### src/rtl/multicycle_control.sv
// Main control FSM for the multicycle RV32I datapath (fetch/decode/execute/memory/writeback).
// Define JAL_EN to add the JAL state; without it opcode 1101111 is reported as illegal.
module multicycle_control #(
  parameter int CNT_W = 32
) (
  input  logic             clk,
  input  logic             reset,
  input  logic [6:0]       opcode,
  input  logic             zero,
  input  logic             memReady,
  output logic             memReq,
  output logic             memWrite,
  output logic             adrSrc,
  output logic             irWrite,
  output logic             pcWrite,
  output logic             regWrite,
  output logic [1:0]       aluSrcA,
  output logic [1:0]       aluSrcB,
  output logic [1:0]       resultSrc,
  output logic [1:0]       aluOp,
  output logic             illegalOp,
  output logic [CNT_W-1:0] instrCount,
  output logic [3:0]       fsm_state
);

  localparam logic [3:0] FETCH    = 4'd0;
  localparam logic [3:0] DECODE   = 4'd1;
  localparam logic [3:0] MEMADR   = 4'd2;
  localparam logic [3:0] MEMREAD  = 4'd3;
  localparam logic [3:0] MEMWB    = 4'd4;
  localparam logic [3:0] MEMWRITE = 4'd5;
  localparam logic [3:0] EXECR    = 4'd6;
  localparam logic [3:0] EXECI    = 4'd7;
  localparam logic [3:0] ALUWB    = 4'd8;
  localparam logic [3:0] BEQ      = 4'd9;
`ifdef JAL_EN
  localparam logic [3:0] JAL      = 4'd10;
`endif

  localparam logic [6:0] OP_LOAD   = 7'b0000011;
  localparam logic [6:0] OP_STORE  = 7'b0100011;
  localparam logic [6:0] OP_RTYPE  = 7'b0110011;
  localparam logic [6:0] OP_ITYPE  = 7'b0010011;
  localparam logic [6:0] OP_BRANCH = 7'b1100011;
`ifdef JAL_EN
  localparam logic [6:0] OP_JAL    = 7'b1101111;
`endif

  logic [3:0] state;
  logic [3:0] next_state;
  logic       retire;

  // Unmasked strobes; reset gates them below so nothing fires mid-reset.
  logic mem_req_raw;
  logic mem_write_raw;
  logic ir_write_raw;
  logic pc_update;
  logic branch;
  logic reg_write_raw;
  logic illegal_raw;

  assign fsm_state = state;

  always_ff @(posedge clk) begin
    if (reset) begin
      state <= FETCH;
    end else begin
      state <= next_state;
    end
  end

  always_comb begin
    next_state  = state;
    illegal_raw = 1'b0;
    case (state)
      FETCH: begin
        if (memReady) next_state = DECODE;
      end
      DECODE: begin
        case (opcode)
          OP_LOAD, OP_STORE: next_state = MEMADR;
          OP_RTYPE:          next_state = EXECR;
          OP_ITYPE:          next_state = EXECI;
          OP_BRANCH:         next_state = BEQ;
`ifdef JAL_EN
          OP_JAL:            next_state = JAL;
`endif
          default: begin
            next_state  = FETCH;
            illegal_raw = 1'b1;
          end
        endcase
      end
      MEMADR: begin
        next_state = (opcode == OP_LOAD) ? MEMREAD : MEMWRITE;
      end
      MEMREAD: begin
        if (memReady) next_state = MEMWB;
      end
      MEMWB:    next_state = FETCH;
      MEMWRITE: begin
        if (memReady) next_state = FETCH;
      end
      EXECR:    next_state = ALUWB;
      EXECI:    next_state = ALUWB;
      ALUWB:    next_state = FETCH;
      BEQ:      next_state = FETCH;
`ifdef JAL_EN
      JAL:      next_state = ALUWB;
`endif
      default:  next_state = FETCH;
    endcase
  end

  // Moore decode of the datapath controls; only FETCH looks at memReady.
  always_comb begin
    mem_req_raw   = 1'b0;
    mem_write_raw = 1'b0;
    adrSrc        = 1'b0;
    ir_write_raw  = 1'b0;
    pc_update     = 1'b0;
    branch        = 1'b0;
    reg_write_raw = 1'b0;
    aluSrcA       = 2'b00;
    aluSrcB       = 2'b00;
    resultSrc     = 2'b00;
    aluOp         = 2'b00;
    case (state)
      FETCH: begin
        mem_req_raw  = 1'b1;
        aluSrcB      = 2'b10;
        resultSrc    = 2'b10;
        ir_write_raw = memReady;
        pc_update    = memReady;
      end
      DECODE: begin
        aluSrcA = 2'b01;
        aluSrcB = 2'b01;
      end
      MEMADR: begin
        aluSrcA = 2'b10;
        aluSrcB = 2'b01;
      end
      MEMREAD: begin
        mem_req_raw = 1'b1;
        adrSrc      = 1'b1;
      end
      MEMWB: begin
        resultSrc     = 2'b01;
        reg_write_raw = 1'b1;
      end
      MEMWRITE: begin
        mem_req_raw   = 1'b1;
        mem_write_raw = 1'b1;
        adrSrc        = 1'b1;
      end
      EXECR: begin
        aluSrcA = 2'b10;
        aluOp   = 2'b10;
      end
      EXECI: begin
        aluSrcA = 2'b10;
        aluSrcB = 2'b01;
        aluOp   = 2'b10;
      end
      ALUWB: begin
        reg_write_raw = 1'b1;
      end
      BEQ: begin
        aluSrcA = 2'b10;
        aluOp   = 2'b01;
        branch  = 1'b1;
      end
`ifdef JAL_EN
      // Jump target already sits in aluOut; ALU computes the link oldPC+4.
      JAL: begin
        aluSrcA   = 2'b01;
        aluSrcB   = 2'b10;
        pc_update = 1'b1;
      end
`endif
      default: ;
    endcase
  end

  assign memReq    = mem_req_raw & ~reset;
  assign memWrite  = mem_write_raw & ~reset;
  assign irWrite   = ir_write_raw & ~reset;
  assign pcWrite   = (pc_update | (branch & zero)) & ~reset;
  assign regWrite  = reg_write_raw & ~reset;
  assign illegalOp = illegal_raw & ~reset;

  assign retire = (state == MEMWB) || (state == ALUWB) || (state == BEQ) ||
                  ((state == MEMWRITE) && memReady);

  always_ff @(posedge clk) begin
    if (reset) begin
      instrCount <= '0;
    end else if (retire) begin
      instrCount <= instrCount + CNT_W'(1);
    end
  end

endmodule
### config.mk
export PLATFORM = sky130hd
export DESIGN_NAME = multicycle_control
export DESIGN_NICKNAME = d
export VERILOG_FILES = /design/src/rtl/multicycle_control.sv
export SDC_FILE = /design/constraint.sdc
export NUM_CORES = 1
export LEC_CHECK = 0
export ABC_AREA = 1
export CORE_UTILIZATION = 53
export DETAILED_ROUTE_END_ITERATION = 16
export PLACE_DENSITY = 0.93
export SLEW_MARGIN = 20
export SYNTH_ARGS = -nofsm -noshare
export SYNTH_HDL_FRONTEND = slang
export SYNTH_SLANG_ARGS = --single-unit
### constraint.sdc
create_clock -name clk -period 4.6 [get_ports clk]
set_input_delay 0.46 -clock clk [delete_from_list [all_inputs] [get_ports clk]]
set_output_delay 0.46 -clock clk [all_outputs]
set_load 0.05 [all_outputs]
==> impl_metrics.py, run 1 <==
metrics = {
    "run_status": {
        "status": "finished clean",
    },
    "cts": {
        "cts_resized": 0,
        "cts_setup_buffers": 0,
        "insertion_delay_ns": 0.29,
        "cts_buffers": 5,
        "htreeDepth": 2,
        "cts-hold-fix-buffers": 0,
        "cts_tree": "built",
        "clock_sinks": 36,
        "root_buffer": "clkbuf_8",
        "path_clk_slew_ns": 0.07,
        "cts.path.max_buffers": 2,
    },
    "place": {
        "portBuffers": 61,
        "dpl.hpwl_um": 4341,
        "gp_congestion": 0.8743,
        "post_dp_cell_area_um2": 2949,
    },
    "sta": {
        "final_hold_viol_count": 0,
        "slew_viol_final": 0,
        "fin_skew_ns": 0.01333,
        "min_period_ns": 2.878,
        "max_slew.worst_pin.slew_ns": 0.6142,
        "setup_viol": 0,
        "fin_tns_setup_ns": 0,
        "grt_setup_unrepaired": "no",
        "fmax_mhz": 347.5,
        "period_share_pct": 62.56,
        "slew_headroom_pct": 59.05,
    },
    "global_route": {
        "grt_use_total_pct": 26.69,
        "antenna_found_initial": 0,
        "grt_pass1_wl_um": 9563,
        "grt_overflow_total": 0,
        "grt_pass1_vias": 2255,
        "grt_max_degree": 60,
    },
    "setup_path": {
        "worstPathArrival_ns": 2.42,
        "slowest_delay_ns": 0.85,
        "crit_required_ns": 4.14,
        "rrSetupSlack_ns": 2.66,
        "critPathKind": "register to output port",
        "cp-end-kind": "output port",
        "crit_slowest_cell": "clkdlybuf4s50_1",
        "start_kind": "register",
        "crit_top_cell": "inv_1",
        "worstPathMaxFanout": 6,
        "crit_chain": "inv_1 > nor3_1 > inv_1 > o211ai_1 > clkdlybuf4s50_1",
    },
    "floorplanning": {
        "core_area_um2": 4115,
        "dieArea_um2": 4704,
        "ios": 62,
        "die_w_um": 68.59,
        "num_rows": 23,
        "start_util_pct": 57.10,
        "die_y_um": 68.59,
    },
    "layout": {
        "drive_gt1_share_pct": 4.867,
        "stdcell_area_um2": 3037,
        "syn_to_final_growth_pct": 29.23,
        "antennaDiodeCount": 0,
        "fin_nets": 463,
    },
    "routing": {
        "drt_iter0_drc": 308,
        "vias": 2650,
        "first_pass_iters": 5,
        "route.detailed.drc": 0,
        "ant_nets": 0,
        "vias_per_cell": 5.279,
        "wl_per_cell_um": 11.98,
        "routed_wl_um": 6014,
    },
    "logic_synthesis": {
        "synth_cells": 394,
        "synth_edf_count": 0,
        "ys_seq_area_share_pct": 30.67,
        "synthTopCellsByCount": "nand2_1 (109), nor2_1 (70), inv_1 (60), nand3_1 (43), dfxtp_1 (36)",
        "yosysWarnings": 0,
        "avgSynthCellArea_um2": 5.964,
        "synth_area_leaders": "dfxtp_1 (31%), nand2_1 (17%), nor2_1 (11%), inv_1 (9.6%), nand3_1 (9.2%)",
        "postSynth.asyncResetShare_pct": 0,
        "ys_ff_latch": 36,
        "syn_area_um2": 2350,
        "synth_top_area_share_pct": 30.67,
        "synth.most_common_cell": "nand2_1",
        "synth_cell_type_count": 26,
        "synthFlopType": "dfxtp_1",
        "synth_nets": 406,
        "yosys.area.top_type": "dfxtp_1",
    },
    "power": {
        "p_total_mw": 0.6126,
        "p_leak_nw": 1.264,
        "ir_drop_mv": 0.1699,
        "cellPowerDensity_nw_per_um2": 201.7,
    },
    "hold_path": {
        "hold_path_class": "register to register",
    },
    "flow_run": {
        "cap_viol_max_count": 0,
    },
}
[state kept, by name, indices dropped and copies added, names as in the netlist]
register,cells
fsm_state,4
instrCount,32
[where the power goes]
| part | switching (mW) | leakage (nW) | internal [mW] |
|---|---|---|---|
| sequential | 0.00244 | 0.290 | 0.312 |
| clock | 0.115 | 0.0479 | 0.105 |
| combinational | 0.0508 | 0.926 | 0.0266 |
| total | 0.168 | 1.26 | 0.444 |
[through the flow]
step                      utilization (%)  hold slack (ns)  setup WS (ns)  cells
after floorplan                         -           0.5291          1.460    394
after global placement              71.66           0.5073          1.926    494
after detailed placement            71.66           0.5150          1.898    494
after CTS                           73.79           0.5262          1.786    502
after global routing                73.79           0.5724          1.585    502
final                               73.79           0.5235          1.722    502
[final timing paths]
| check | depth (start not counted) | end | startpoint |
|---|---|---|---|
| max reg2reg | 9 | instrCount[18]$_SDFFE_PP0P_ | instrCount[0]$_SDFFE_PP0P_ |
| min | 2 | instrCount[1]$_SDFFE_PP0P_ | instrCount[1]$_SDFFE_PP0P_ |
| max | 5 | aluSrcB[0] | fsm_state[1]$_SDFFE_PP0P_ |
| min reg2reg | 2 | instrCount[1]$_SDFFE_PP0P_ | instrCount[1]$_SDFFE_PP0P_ |
[routing by layer]
metal | GRT usage [%] | vias up | wire length (µm)
met5 | 0 | - | 0
met1 | 34.06 | 1187 | 2651
met3 | 6.579 | 11 | 432
met4 | 9.115 | 0 | 85
met2 | 43.50 | 102 | 2845
li1 | - | 1350 | -
[final cells by class]
cell class                      count  area (µm²)
Clock buffer                        5       68.82
Clock inverter                      3       18.77
Fill cell                         329        1079
Inverter                           62       232.7
Multi-Input combinational cell    284        1315
Sequential cell                    36       720.7
Tap cell                           50       62.56
Timing Repair Buffer               62       618.1
[cells in the final DEF (no fill, tap or decap)]
master | synthesis | routed
nand2_1 | 109 | 109
nor2_1 | 70 | 70
clkdlybuf4s50_1 | 0 | 61
inv_1 | 60 | 60
nand3_1 | 43 | 43
dfxtp_1 | 36 | 36
a21oi_1 | 19 | 19
nand4_1 | 16 | 16
nor3_1 | 6 | 6
clkbuf_8 | 0 | 5
nand3_2 | 3 | 3
nor2_2 | 3 | 3
inv_2 | 2 | 2
o211ai_1 | 2 | 2
nand3_4 | 2 | 2
nor2_4 | 2 | 2
xnor2_1 | 2 | 2
o21ai_0 | 2 | 2
clkinv_2 | 0 | 2
nor2_8 | 1 | 1
a21o_1 | 1 | 1
and2_1 | 1 | 1
nand3b_1 | 1 | 1
ha_1 | 1 | 1
clkinv_4 | 0 | 1
buf_4 | 3 | 1
[worst max-delay path: cells and delay by family (launching register included)]
| kind | cells | cell delay, ns |
|---|---|---|
| flip-flops | 1 | 0.55 |
| AO/OA/AOI/OAI | 1 | 0.13 |
| buffers and inverters | 3 | 1.12 |
| AND/OR/NAND/NOR | 1 | 0.33 |
[cells by family after synthesis]
family / synth area share [%]
AO/OA/AOI/OAI: 5.431
flip-flops: 30.67
AND/OR/NAND/NOR: 49.25
XOR/XNOR: 0.7456
adder cells (fa/ha/maj): 0.5324
buffers and inverters: 13.37
Note: power is estimated with default switching activity, not from simulation.
==> inputs of run 2 (changes only) <==
- CORE_UTILIZATION: 53 -> 49
- PLACE_DENSITY: 0.93 -> 0.88
- clock period: 4.6 -> 2.94 ns (I/O delays scaled with it)
==> run 2 against run 1 <==
  * The flow now finishes with violations (design-rule violations)
  * Register-to-register slack got worse by 1.7 ns
  * Combinational power increased by 60%
  * Global-route usage decreased by 2.1 points
  * Clock skew decreased by 0.0087 ns
  * Core utilization decreased by 5.4 points
  * Clock power increased by 74%
  * Critical path type unchanged
  * Critical endpoint unchanged
  * Largest power group unchanged
==> impl_metrics.py, run 2 (synthesis gave the netlist of run 1 again) <==
metrics = {
    "sta": {
        "slew_headroom_pct": 57.12,
        "final_hold_viol_count": 0,
        "fin_tns_setup_ns": 0,
        "min_period_ns": 2.564,
        "slew_viol_final": 0,
        "fmax_mhz": 390.0,
        "setup_viol": 0,
        "max_slew.worst_pin.slew_ns": 0.6432,
        "period_share_pct": 87.23,
        "worst_slack_ns": 0.3756,
        "grt_setup_unrepaired": "no",
        "fin_skew_ns": 0.004660,
    },
    "floorplanning": {
        "start_util_pct": 52.52,
        "dieArea_um2": 5077,
        "ios": 62,
        "num_rows": 24,
        "die_y_um": 71.25,
        "core_area_um2": 4474,
        "die_w_um": 71.25,
    },
    "global_route": {
        "grt_use_total_pct": 24.57,
        "grt_pass1_wl_um": 10140,
        "grt_overflow_total": 0,
        "antenna_found_initial": 0,
        "grt_max_degree": 60,
        "grt_pass1_vias": 2466,
    },
    "hold_path": {
        "hold_path_class": "register to register",
        "min_from": "instrCount[1]$_SDFFE_PP0P_",
    },
    "routing": {
        "route.detailed.drc": 3,
        "routed_wl_um": 5900,
        "vias": 2642,
        "drt_iter0_drc": 190,
        "wl_per_cell_um": 11.73,
        "ant_nets": 0,
        "vias_per_cell": 5.252,
        "first_pass_iters": 11,
    },
    "setup_path": {
        "critPathKind": "register to output port",
        "r2r-start": "fsm_state[3]$_SDFFE_PP0P_",
        "cp-end-kind": "output port",
        "cp-startpoint": "fsm_state[1]$_SDFFE_PP0P_",
        "worstPathMaxFanout": 6,
        "worstPathArrival_ns": 2.27,
        "start_kind": "register",
        "crit_required_ns": 2.65,
    },
    "power": {
        "seqPwrFrac_pct": 49.3,
        "cellPowerDensity_nw_per_um2": 326.2,
        "combPwrFrac_pct": 12.4,
        "ir_drop_mv": 0.2984,
        "p_int_mw": 0.7417,
        "clkPwrFrac_pct": 38.3,
        "p_leak_nw": 1.272,
        "p_total_mw": 0.9983,
        "netSwitchingPower_mw": 0.2566,
        "switching_share_pct": 25.70,
    },
    "layout": {
        "fin_nets": 463,
        "final_common_cell": "nand2_1",
        "largest_reg_flops": 32,
        "antennaDiodeCount": 0,
        "layout_common_cells": "nand2_1 (109), nor2_1 (69), inv_1 (60), clkdlybuf4s50_1 (60), nand3_1 (43)",
        "drive_gt1_share_pct": 5.100,
        "syn_to_final_growth_pct": 30.25,
        "top_register": "instrCount",
    },
    "cts": {
        "clock_sinks": 36,
        "cts_buffers": 5,
        "htreeDepth": 2,
        "cts-hold-fix-buffers": 0,
        "path_clk_slew_ns": 0.07,
        "cts_setup_buffers": 0,
        "root_buffer": "clkbuf_8",
        "cts_resized": 0,
        "cts.path.max_buffers": 2,
        "insertion_delay_ns": 0.28,
        "cts_tree": "built",
    },
    "run_status": {
        "status": "finished with violations",
        "violations": "design-rule violations",
    },
    "place": {
        "gp_congestion": 0.8730,
        "dpl.hpwl_um": 4246,
        "place_ws_ns": 0.5833,
        "portBuffers": 61,
    },
    "flow_run": {
        "cap_viol_max_count": 0,
    },
}
## run 2: changes by cell type in the layout (fill, tap and decap cells not counted), sizes merged
cell | before | now
buf | 1 | 2
clkbuf | 5 | 7
clkinv | 3 | 0
clkdlybuf4s50 | 61 | 60
## run 2: path summary, 6_finish.rpt
path | end | slack, ns | cells past startpoint
max | aluSrcB[0] | 0.38 | 5
min | instrCount[1]$_SDFFE_PP0P_ | 0.52 | 2
max reg2reg | instrCount[28]$_SDFFE_PP0P_ | 0.98 | 9
min reg2reg | instrCount[1]$_SDFFE_PP0P_ | 0.52 | 2
## run 2: metal layers
| metal | GRT usage [%] | share of wire [%] | routed length (µm) | up-vias |
|---|---|---|---|---|
| met3 | 4.923 | 6.3 | 369 | 9 |
| li1 | - | - | - | 1349 |
| met5 | 0 | 0 | 0 | - |
| met4 | 10.89 | 1.3 | 76 | 0 |
| met2 | 42.01 | 47 | 2746 | 100 |
| met1 | 29.91 | 46 | 2707 | 1184 |
## run 2: power by group through the flow
stage | Clock (mW) | Combinational, mW | Sequential (mW)
after detailed placement | 0 | 0.123 | 0.503
after floorplan | 0 | 0.0705 | 0.507
after global routing | 0.406 | 0.132 | 0.492
after global placement | 0 | 0.121 | 0.503
after CTS | 0.384 | 0.124 | 0.492
final | 0.382 | 0.124 | 0.492
## run 2: critical path: stages (launching register included)
cell,delay (ns)
dfxtp_1,0.53
inv_1,0.17
nor2_2,0.17
inv_1,0.09
o211ai_1,0.20
clkdlybuf4s50_1,0.84
## run 2: per-stage QoR
stage / util (%) / instance area [µm²] / std cells / hold WS, ns
floorplan: - / 2352 / 394 / 0.3631
global placement: 66.25 / 2964 / 496 / 0.5039
detailed placement: 66.25 / 2964 / 496 / 0.5137
CTS: 68.40 / 3060 / 503 / 0.5234
global route: 68.40 / 3060 / 503 / 0.5522
finish: 68.40 / 3060 / 503 / 0.5215
## run 2: area by class of cell
type | instances | area [µm²]
fill | 390 | 1414
sequential | 36 | 720.7
inverter | 62 | 232.7
multi-input combinational | 284 | 1318
timing repair buffer | 62 | 628.1
tap | 52 | 65.06
clock buffer | 7 | 96.34
==> inputs of run 3 (changes only) <==
- SLEW_MARGIN: 20 -> unset
==> results of run 3 <==
The final DEF is identical to that of run 2; final timing and power are the same.
